`config.mk`:
```
export PLATFORM = sky130hd
export DESIGN_NAME = axi_rd_burst_sched
export DESIGN_NICKNAME = d
export VERILOG_FILES = /design/src/rtl/axi_rd_burst_sched_pkg.sv /design/src/rtl/axi_rd_burst_sched.sv
export SDC_FILE = /design/constraint.sdc
export NUM_CORES = 1
export LEC_CHECK = 0
export BUFFER_PORTS_ARGS = -buffer_cell sky130_fd_sc_hd__buf_4
export CORE_AREA = 2 2 169 171
export DETAILED_ROUTE_END_ITERATION = 12
export DIE_AREA = 0 0 171 173
export GPL_TIMING_DRIVEN = 0
export SLEW_MARGIN = 20
export SYNTH_ARGS = -nofsm -noshare
export SYNTH_HDL_FRONTEND = slang
export SYNTH_SLANG_ARGS = --single-unit
export TNS_END_PERCENT = 20
```
`constraint.sdc`:
```
create_clock -name clk -period 15.3 [get_ports clk]
set_clock_uncertainty 0.2 [all_clocks]
set_input_delay 0 -clock clk [delete_from_list [all_inputs] [get_ports clk]]
set_output_delay 0 -clock clk [all_outputs]
set_load 0.05 [all_outputs]
```
`src/rtl/axi_rd_burst_sched_pkg.sv`:
```
// Shared definitions for the AXI read/write burst schedulers: FSM states,
// beat/page geometry and the burst length rule (max burst, 4 KB page, remaining).
package axi_rd_burst_sched_pkg;

    localparam int BEAT_BYTES = 64;
    localparam int PAGE_BEATS = 64;

    typedef enum logic [2:0] {
        ST_IDLE  = 3'd0,
        ST_ISSUE = 3'd1,
        ST_GAP   = 3'd2,
        ST_DRAIN = 3'd3,
        ST_DONE  = 3'd4
    } sched_state_t;

    // Smallest of the remaining beats, the burst cap and the beats left in the 4 KB page.
    function automatic logic [7:0] burst_len(
        input logic [63:0] remaining,
        input logic [5:0]  addr_lo,
        input logic [7:0]  max_burst
    );
        logic [7:0] room;
        logic [7:0] len;
        room = 8'(PAGE_BEATS) - {2'b00, addr_lo};
        len  = max_burst;
        if (room < len) begin
            len = room;
        end
        if (remaining < 64'(len)) begin
            len = remaining[7:0];
        end
        return len;
    endfunction

endpackage

```
`src/rtl/axi_rd_burst_sched.sv`:
```
// Splits one large read command into AXI-legal bursts for the read master's
// local command port, caps bursts in flight and reports completion status.
module axi_rd_burst_sched
    import axi_rd_burst_sched_pkg::*;
#(
    parameter int ADDR_WIDTH      = 64,
    parameter int LEN_WIDTH       = 32,
    parameter int MAX_BURST       = 32,
    parameter int MAX_OUTSTANDING = 4
) (
    input  logic                  clk,
    input  logic                  rst,
    input  logic                  cmd_valid,
    output logic                  cmd_ready,
    input  logic [ADDR_WIDTH-1:0] cmd_addr,
    input  logic [LEN_WIDTH-1:0]  cmd_beats,
    input  logic                  cmd_abort,
    output logic                  cmd_done,
    output logic [1:0]            cmd_status,
    output logic                  busy,
    output logic [2:0]            outstanding,
    output logic                  clear,
    output logic                  lcl_ostart,
    output logic [ADDR_WIDTH-1:0] lcl_oaddr,
    output logic [7:0]            lcl_onum,
    input  logic                  lcl_obusy,
    input  logic                  lcl_odone,
    input  logic [3:0]            rd_error
);

    localparam logic [2:0]            MAX_OUT_C   = 3'(MAX_OUTSTANDING);
    localparam logic [7:0]            MAX_BURST_C = 8'(MAX_BURST);
    localparam logic [ADDR_WIDTH-1:0] BEAT_MASK_C = ADDR_WIDTH'(BEAT_BYTES - 1);

    sched_state_t          state_r;
    sched_state_t          state_nxt_s;
    logic [ADDR_WIDTH-1:0] addr_r;
    logic [LEN_WIDTH-1:0]  remaining_r;
    logic [2:0]            outstanding_r;
    logic                  err_r;
    logic                  abt_r;
    logic                  cmd_ready_r;
    logic                  cmd_done_r;
    logic [1:0]            cmd_status_r;
    logic                  busy_r;
    logic                  clear_r;
    logic                  lcl_ostart_r;
    logic [ADDR_WIDTH-1:0] lcl_oaddr_r;
    logic [7:0]            lcl_onum_r;

    logic                  accept_s;
    logic                  issue_ok_s;
    logic                  issue_s;
    logic                  stray_s;
    logic                  dec_s;
    logic [7:0]            len_s;
    logic [2:0]            out_nxt_s;
    logic                  err_nxt_s;
    logic                  abt_nxt_s;

    // State register.
    always_ff @(posedge clk or posedge rst) begin
        if (rst) begin
            state_r <= ST_IDLE;
        end else begin
            state_r <= state_nxt_s;
        end
    end

    // Next-state logic; an abort in ISSUE takes priority over issuing.
    always_comb begin
        state_nxt_s = state_r;
        case (state_r)
            ST_IDLE: begin
                if (accept_s) begin
                    state_nxt_s = (cmd_beats == {LEN_WIDTH{1'b0}}) ? ST_DRAIN : ST_ISSUE;
                end else begin
                    state_nxt_s = ST_IDLE;
                end
            end
            ST_ISSUE: begin
                if (cmd_abort) begin
                    state_nxt_s = ST_DRAIN;
                end else if (issue_ok_s) begin
                    state_nxt_s = ST_GAP;
                end else begin
                    state_nxt_s = ST_ISSUE;
                end
            end
            ST_GAP:   state_nxt_s = (remaining_r != {LEN_WIDTH{1'b0}}) ? ST_ISSUE : ST_DRAIN;
            ST_DRAIN: state_nxt_s = (outstanding_r == 3'd0) ? ST_DONE : ST_DRAIN;
            ST_DONE:  state_nxt_s = ST_IDLE;
            default:  state_nxt_s = ST_IDLE;
        endcase
    end

    // Control strobes and next values of the in-flight count and sticky flags.
    always_comb begin
        len_s      = burst_len(64'(remaining_r), addr_r[11:6], MAX_BURST_C);
        accept_s   = cmd_valid & cmd_ready_r;
        issue_ok_s = ~lcl_obusy & (outstanding_r < MAX_OUT_C) & ~cmd_abort;
        issue_s    = (state_r == ST_ISSUE) & issue_ok_s;
        stray_s    = lcl_odone & (outstanding_r == 3'd0);
        dec_s      = lcl_odone & ~stray_s;

        if (issue_s && !dec_s) begin
            out_nxt_s = outstanding_r + 3'd1;
        end else if (!issue_s && dec_s) begin
            out_nxt_s = outstanding_r - 3'd1;
        end else begin
            out_nxt_s = outstanding_r;
        end

        if (accept_s) begin
            err_nxt_s = 1'b0;
        end else if (((state_r != ST_IDLE) && (rd_error != 4'd0)) || stray_s) begin
            err_nxt_s = 1'b1;
        end else begin
            err_nxt_s = err_r;
        end

        // Abort only counts once issuing would still have had work to do.
        if (accept_s) begin
            abt_nxt_s = 1'b0;
        end else if (cmd_abort && ((state_r == ST_ISSUE) ||
                     ((state_r == ST_DRAIN) && (remaining_r != {LEN_WIDTH{1'b0}})))) begin
            abt_nxt_s = 1'b1;
        end else begin
            abt_nxt_s = abt_r;
        end
    end

    // Datapath and registered outputs; status is captured as DONE is entered.
    always_ff @(posedge clk or posedge rst) begin
        if (rst) begin
            addr_r        <= {ADDR_WIDTH{1'b0}};
            remaining_r   <= {LEN_WIDTH{1'b0}};
            outstanding_r <= 3'd0;
            err_r         <= 1'b0;
            abt_r         <= 1'b0;
            cmd_ready_r   <= 1'b1;
            cmd_done_r    <= 1'b0;
            cmd_status_r  <= 2'b00;
            busy_r        <= 1'b0;
            clear_r       <= 1'b0;
            lcl_ostart_r  <= 1'b0;
            lcl_oaddr_r   <= {ADDR_WIDTH{1'b0}};
            lcl_onum_r    <= 8'd0;
        end else begin
            if (accept_s) begin
                addr_r      <= cmd_addr & ~BEAT_MASK_C;
                remaining_r <= cmd_beats;
            end else if (issue_s) begin
                addr_r      <= addr_r + ADDR_WIDTH'(len_s) * ADDR_WIDTH'(BEAT_BYTES);
                remaining_r <= remaining_r - LEN_WIDTH'(len_s);
            end
            if (issue_s) begin
                lcl_oaddr_r <= addr_r;
                lcl_onum_r  <= len_s;
            end
            outstanding_r <= out_nxt_s;
            err_r         <= err_nxt_s;
            abt_r         <= abt_nxt_s;
            clear_r       <= accept_s;
            lcl_ostart_r  <= issue_s;
            cmd_ready_r   <= (state_nxt_s == ST_IDLE);
            busy_r        <= (state_nxt_s != ST_IDLE);
            cmd_done_r    <= (state_nxt_s == ST_DONE);
            cmd_status_r  <= (state_nxt_s == ST_DONE) ? {abt_nxt_s, err_nxt_s} : 2'b00;
        end
    end

    assign cmd_ready   = cmd_ready_r;
    assign cmd_done    = cmd_done_r;
    assign cmd_status  = cmd_status_r;
    assign busy        = busy_r;
    assign outstanding = outstanding_r;
    assign clear       = clear_r;
    assign lcl_ostart  = lcl_ostart_r;
    assign lcl_oaddr   = lcl_oaddr_r;
    assign lcl_onum    = lcl_onum_r;

endmodule

```
==> flow_metrics.tcl <==
set metrics [dict create \
    core.rowCount 61 \
    post_cts_resized 0 \
    clock_sink_count 171 \
    ys_async_sr_fraction 1.00 \
    total_buffers_and_inverters_traversed_by_the_critical_path 5 \
    fmax_mhz 153 \
    grt_first_pass_wirelength_um 46900 \
    fraction_of_synthesized_cell_area_taken_by_the_top_area_cell_type 0.468 \
    slew_viol_final 0 \
    critical_path_depth 21 \
    crit_family "buffers and inverters" \
    htree_depth 4 \
    p_total_uw 2570 \
    io_buffer_count 175 \
    netSwitchingPower_uw 1240 \
    worst-endpoint-required_ps 15480 \
    syn-mean-instance-area_um2 8.70 \
    path_clk_slew_ps 80 \
    clk_latency_ps 440 \
    drt.antenna.violating_nets 0 \
    finalInstanceArea_mm2 0.0125 \
    post_place_setup_slack_ps 8840 \
    yosys_warnings 0 \
    initial_core_util 0.329 \
    drive_gt1_frac 0.172 \
    first_global_vias 8706 \
    boundaryPins 188 \
    post-route-worst-setup-slack_ps 8760 \
    critPathSlowestCell "sky130_fd_sc_hd__dlygate4sd3_1" \
    drt_pass1_iterations 5 \
    dieWidth_um 171 \
    internal-power_uw 1330 \
    fp.coreArea_mm2 0.0276 \
    synth-compound-area-share 0.121 \
    max_cap_violation_count 0 \
    p_seq_frac 0.332 \
    cts_tree "built" \
    clkPwrFrac 0.163 \
    setup_crit_end "addr_r[23]" \
    critical_path_arrival_ps 6710 \
    count_of_flip_flops_with_a_built_in_enable_after_synthesis 0 \
    synthXorXnorAreaFrac 0.0530 \
    final-setup-viol-count 0 \
    startpoint_type "register" \
    reg2reg_slack_ps 8760 \
    worst_slew_pin_slew_ps 1150 \
    grt_remaining_overflow 0 \
    clock_path_buffers 2 \
    cp-startpoint "addr_r[8]" \
    wl_per_cell_um 17.0 \
    synth.top_cells.by_area "sky130_fd_sc_hd__dfrtp_1, sky130_fd_sc_hd__nand2_1, sky130_fd_sc_hd__o21ai_0, sky130_fd_sc_hd__xnor2_1, sky130_fd_sc_hd__ha_1" \
    grt_max_degree 87 \
    synthesis.instances 1045 \
    drt_iter0_drc 742 \
    rr_startpoint "addr_r[8]" \
    insertedDiodeCount 0 \
    critical_path_endpoint_category "register" \
    fp.dieArea_mm2 0.0296 \
    area_used_by_multi_input_combinational_logic_mm2 0.00448 \
    area_growth_pct 37.1 \
    synth_simple_gate_area_share 0.266 \
    grt_setup_unrepaired "no" \
    p_comb_frac 0.506 \
    synth_area_mm2 0.00909 \
    grt_antenna_before_repair 0 \
    synth_ff_type "sky130_fd_sc_hd__dfrtp_1" \
    drt-vias-per-instance 5.08 \
    placedInstanceArea_mm2 0.0109 \
    final-seq-area_mm2 0.00428 \
    post-dp-hpwl_um 21100 \
    worstReg2RegEnd "addr_r[23]" \
    p_leak_uw 0.00558 \
    switching_share 0.482 \
    synth_area_leader_cell "sky130_fd_sc_hd__dfrtp_1" \
    cts-buffers-inserted 17 \
    crit_path_max_incr_delay_ps 580 \
    remaining_drc_errors 0 \
    worst_path_class_setup "reg2reg" \
    place.gp.congestion 0.856 \
    synth_adder_area_share 0.0369 \
    timing.setup.tns_ps 0 \
    peakVddDrop_uv 103 \
    hold_class "in2async" \
    cts_root_buffer "sky130_fd_sc_hd__clkbuf_16" \
    run_status "finished clean" \
    final_cell_mix "sky130_fd_sc_hd__nand2_1, sky130_fd_sc_hd__buf_4, sky130_fd_sc_hd__dfrtp_1" \
    fillCellCount 2741 \
    groute.usage.overall 0.201 \
    worst_r2r_path_depth 21 \
    power_density_mw_per_mm2 206 \
    synth-seq-cells 171 \
    synth_top_family_by_area "simple AND/OR/NAND/NOR gates" \
    nNetsFinal 1475 \
    worst_path_most_repeated_cell "sky130_fd_sc_hd__clkbuf_1" \
    period_utilisation_layout 0.427 \
    multiplexer_area_fraction_after_synthesis 0.0127 \
    worst-path-max-fanout 10 \
    slew_margin_rel 0.230 \
    drt_wirelength_um 29500 \
    path_cells "or3_1, nor3_1, mux2i_1, nand2b_1, ha_1, o21ai_0, a31oi_1, o41ai_1, nand4bb_1, clkbuf_1, mux2i_1, inv_1, ha_1, a21oi_1, a31o_2, a21o_1, clkbuf_1, clkbuf_1, o41ai_1, a31oi_1, dlygate4sd3_1" \
    layout_commonest_cell "sky130_fd_sc_hd__nand2_1" \
    synth.distinct_cells 53 \
    die_height_um 173 \
    ys_seq_area_frac 0.471 \
    timing.final.hold_violations 0 \
    finalWorstPathRequiredPeriod_ps 6540 \
    vias 8817 \
]
-- power groups by stage --
| stage | clock, uW | combinational, uW | sequential, uW |
|---|---|---|---|
| 3_3_place_gp | 0 | 1260 | 851 |
| 3_5_place_dp | 0 | 1270 | 857 |
| 6_report | 418 | 1300 | 853 |
| 5_1_grt | 441 | 1430 | 885 |
| 4_1_cts | 421 | 1300 | 850 |
| 2_1_floorplan | 0 | 620 | 1100 |
-- worst min-delay path by stage --
stage | from | endpoint | slack, ps | cells past startpoint
global placement | cmd_addr[36] | addr_r[36] | 9 | 3
detailed placement | rst | lcl_oaddr[59] | -60 | 2
global route | rst | lcl_oaddr[59] | 70 | 3
floorplan | cmd_addr[27] | addr_r[27] | -80 | 2
finish | rst | lcl_oaddr[59] | 1 | 3
CTS | rst | lcl_oaddr[59] | 30 | 3
-- routing by layer --
| metal | share of wire | track usage | vias up |
|---|---|---|---|
| li1 | - | - | 4234 |
| met5 | 0 | 0 | - |
| met4 | 0.0091 | 0.0431 | 0 |
| met2 | 0.45 | 0.317 | 317 |
| met1 | 0.47 | 0.289 | 4243 |
| met3 | 0.067 | 0.0341 | 23 |
-- repair_timing --
| action | CTS | global route |
|---|---|---|
| endpoints found under the hold margin | 186 | 0 |
| hold buffers | 97 | 0 |
| endpoints found under the setup margin | 0 | 0 |
| setup buffers | 0 | 0 |
-- per-stage QoR --
stage,instances,utilization,hold slack [ps]
after detailed placement,1606,0.396,-56.8
after global placement,1605,0.395,9.28
final,1735,0.451,1.20
after global routing,1735,0.451,66.4
after floorplan,1052,-,-84.3
after CTS,1735,0.451,34.8
-- synthesized netlist by cell type, types with 25 or more instances --
| master | number |
|---|---|
| sky130_fd_sc_hd__nor3_1 | 26 |
| sky130_fd_sc_hd__xnor2_1 | 32 |
| sky130_fd_sc_hd__a21oi_1 | 31 |
| sky130_fd_sc_hd__o21ai_0 | 74 |
| sky130_fd_sc_hd__nor4_1 | 26 |
| sky130_fd_sc_hd__inv_1 | 26 |
| sky130_fd_sc_hd__nand3_1 | 25 |
| sky130_fd_sc_hd__nand2_1 | 254 |
| sky130_fd_sc_hd__a31oi_1 | 33 |
| sky130_fd_sc_hd__nor2_1 | 72 |
| sky130_fd_sc_hd__dfrtp_1 | 170 |
| sky130_fd_sc_hd__clkbuf_1 | 47 |
-- cell families after synthesis --
kind of cell,count (synthesis)
AOI/OAI and AO/OA,184
adders and majority gates,25
muxes,11
other,2
DFF,171
xor gates and xnor gates,55
buffers and inverters,87
and+or+nand+nor,510
-- state kept, by name (all words and copies together) (netlist names) --
register,flops
lcl_onum,8
lcl_ostart,1
lcl_oaddr,58
addr_r,58
abt_r,1
remaining_r,32
cmd_status,2
err_r,1
cmd_ready,1
clear,1
cmd_done,1
busy,1
outstanding,3
state_r,3
-- worst reg2reg max path, cell delays in order, from the launching register on --
cell and delay (ps):
sky130_fd_sc_hd__dfrtp_1 460, sky130_fd_sc_hd__or3_1 430, sky130_fd_sc_hd__nor3_1 190, sky130_fd_sc_hd__mux2i_1 370
sky130_fd_sc_hd__nand2b_1 190, sky130_fd_sc_hd__ha_1 230, sky130_fd_sc_hd__o21ai_0 160, sky130_fd_sc_hd__a31oi_1 60
sky130_fd_sc_hd__o41ai_1 250, sky130_fd_sc_hd__nand4bb_1 130, sky130_fd_sc_hd__clkbuf_1 230, sky130_fd_sc_hd__mux2i_1 390
sky130_fd_sc_hd__inv_1 80, sky130_fd_sc_hd__ha_1 350, sky130_fd_sc_hd__a21oi_1 360, sky130_fd_sc_hd__a31o_2 280
sky130_fd_sc_hd__a21o_1 360, sky130_fd_sc_hd__clkbuf_1 420, sky130_fd_sc_hd__clkbuf_1 470, sky130_fd_sc_hd__o41ai_1 120
sky130_fd_sc_hd__a31oi_1 190, sky130_fd_sc_hd__dlygate4sd3_1 580
-- area by class of cell --
type | instances | area share
clock inverter | 14 | 0.00884
clock buffer | 18 | 0.0353
sequential | 171 | 0.344
timing repair buffer | 273 | 0.186
inverter | 27 | 0.00874
buffer | 60 | 0.0201
multi-input combinational | 794 | 0.360
tap | 378 | 0.0380
Power figures use the tool's default switching activity.
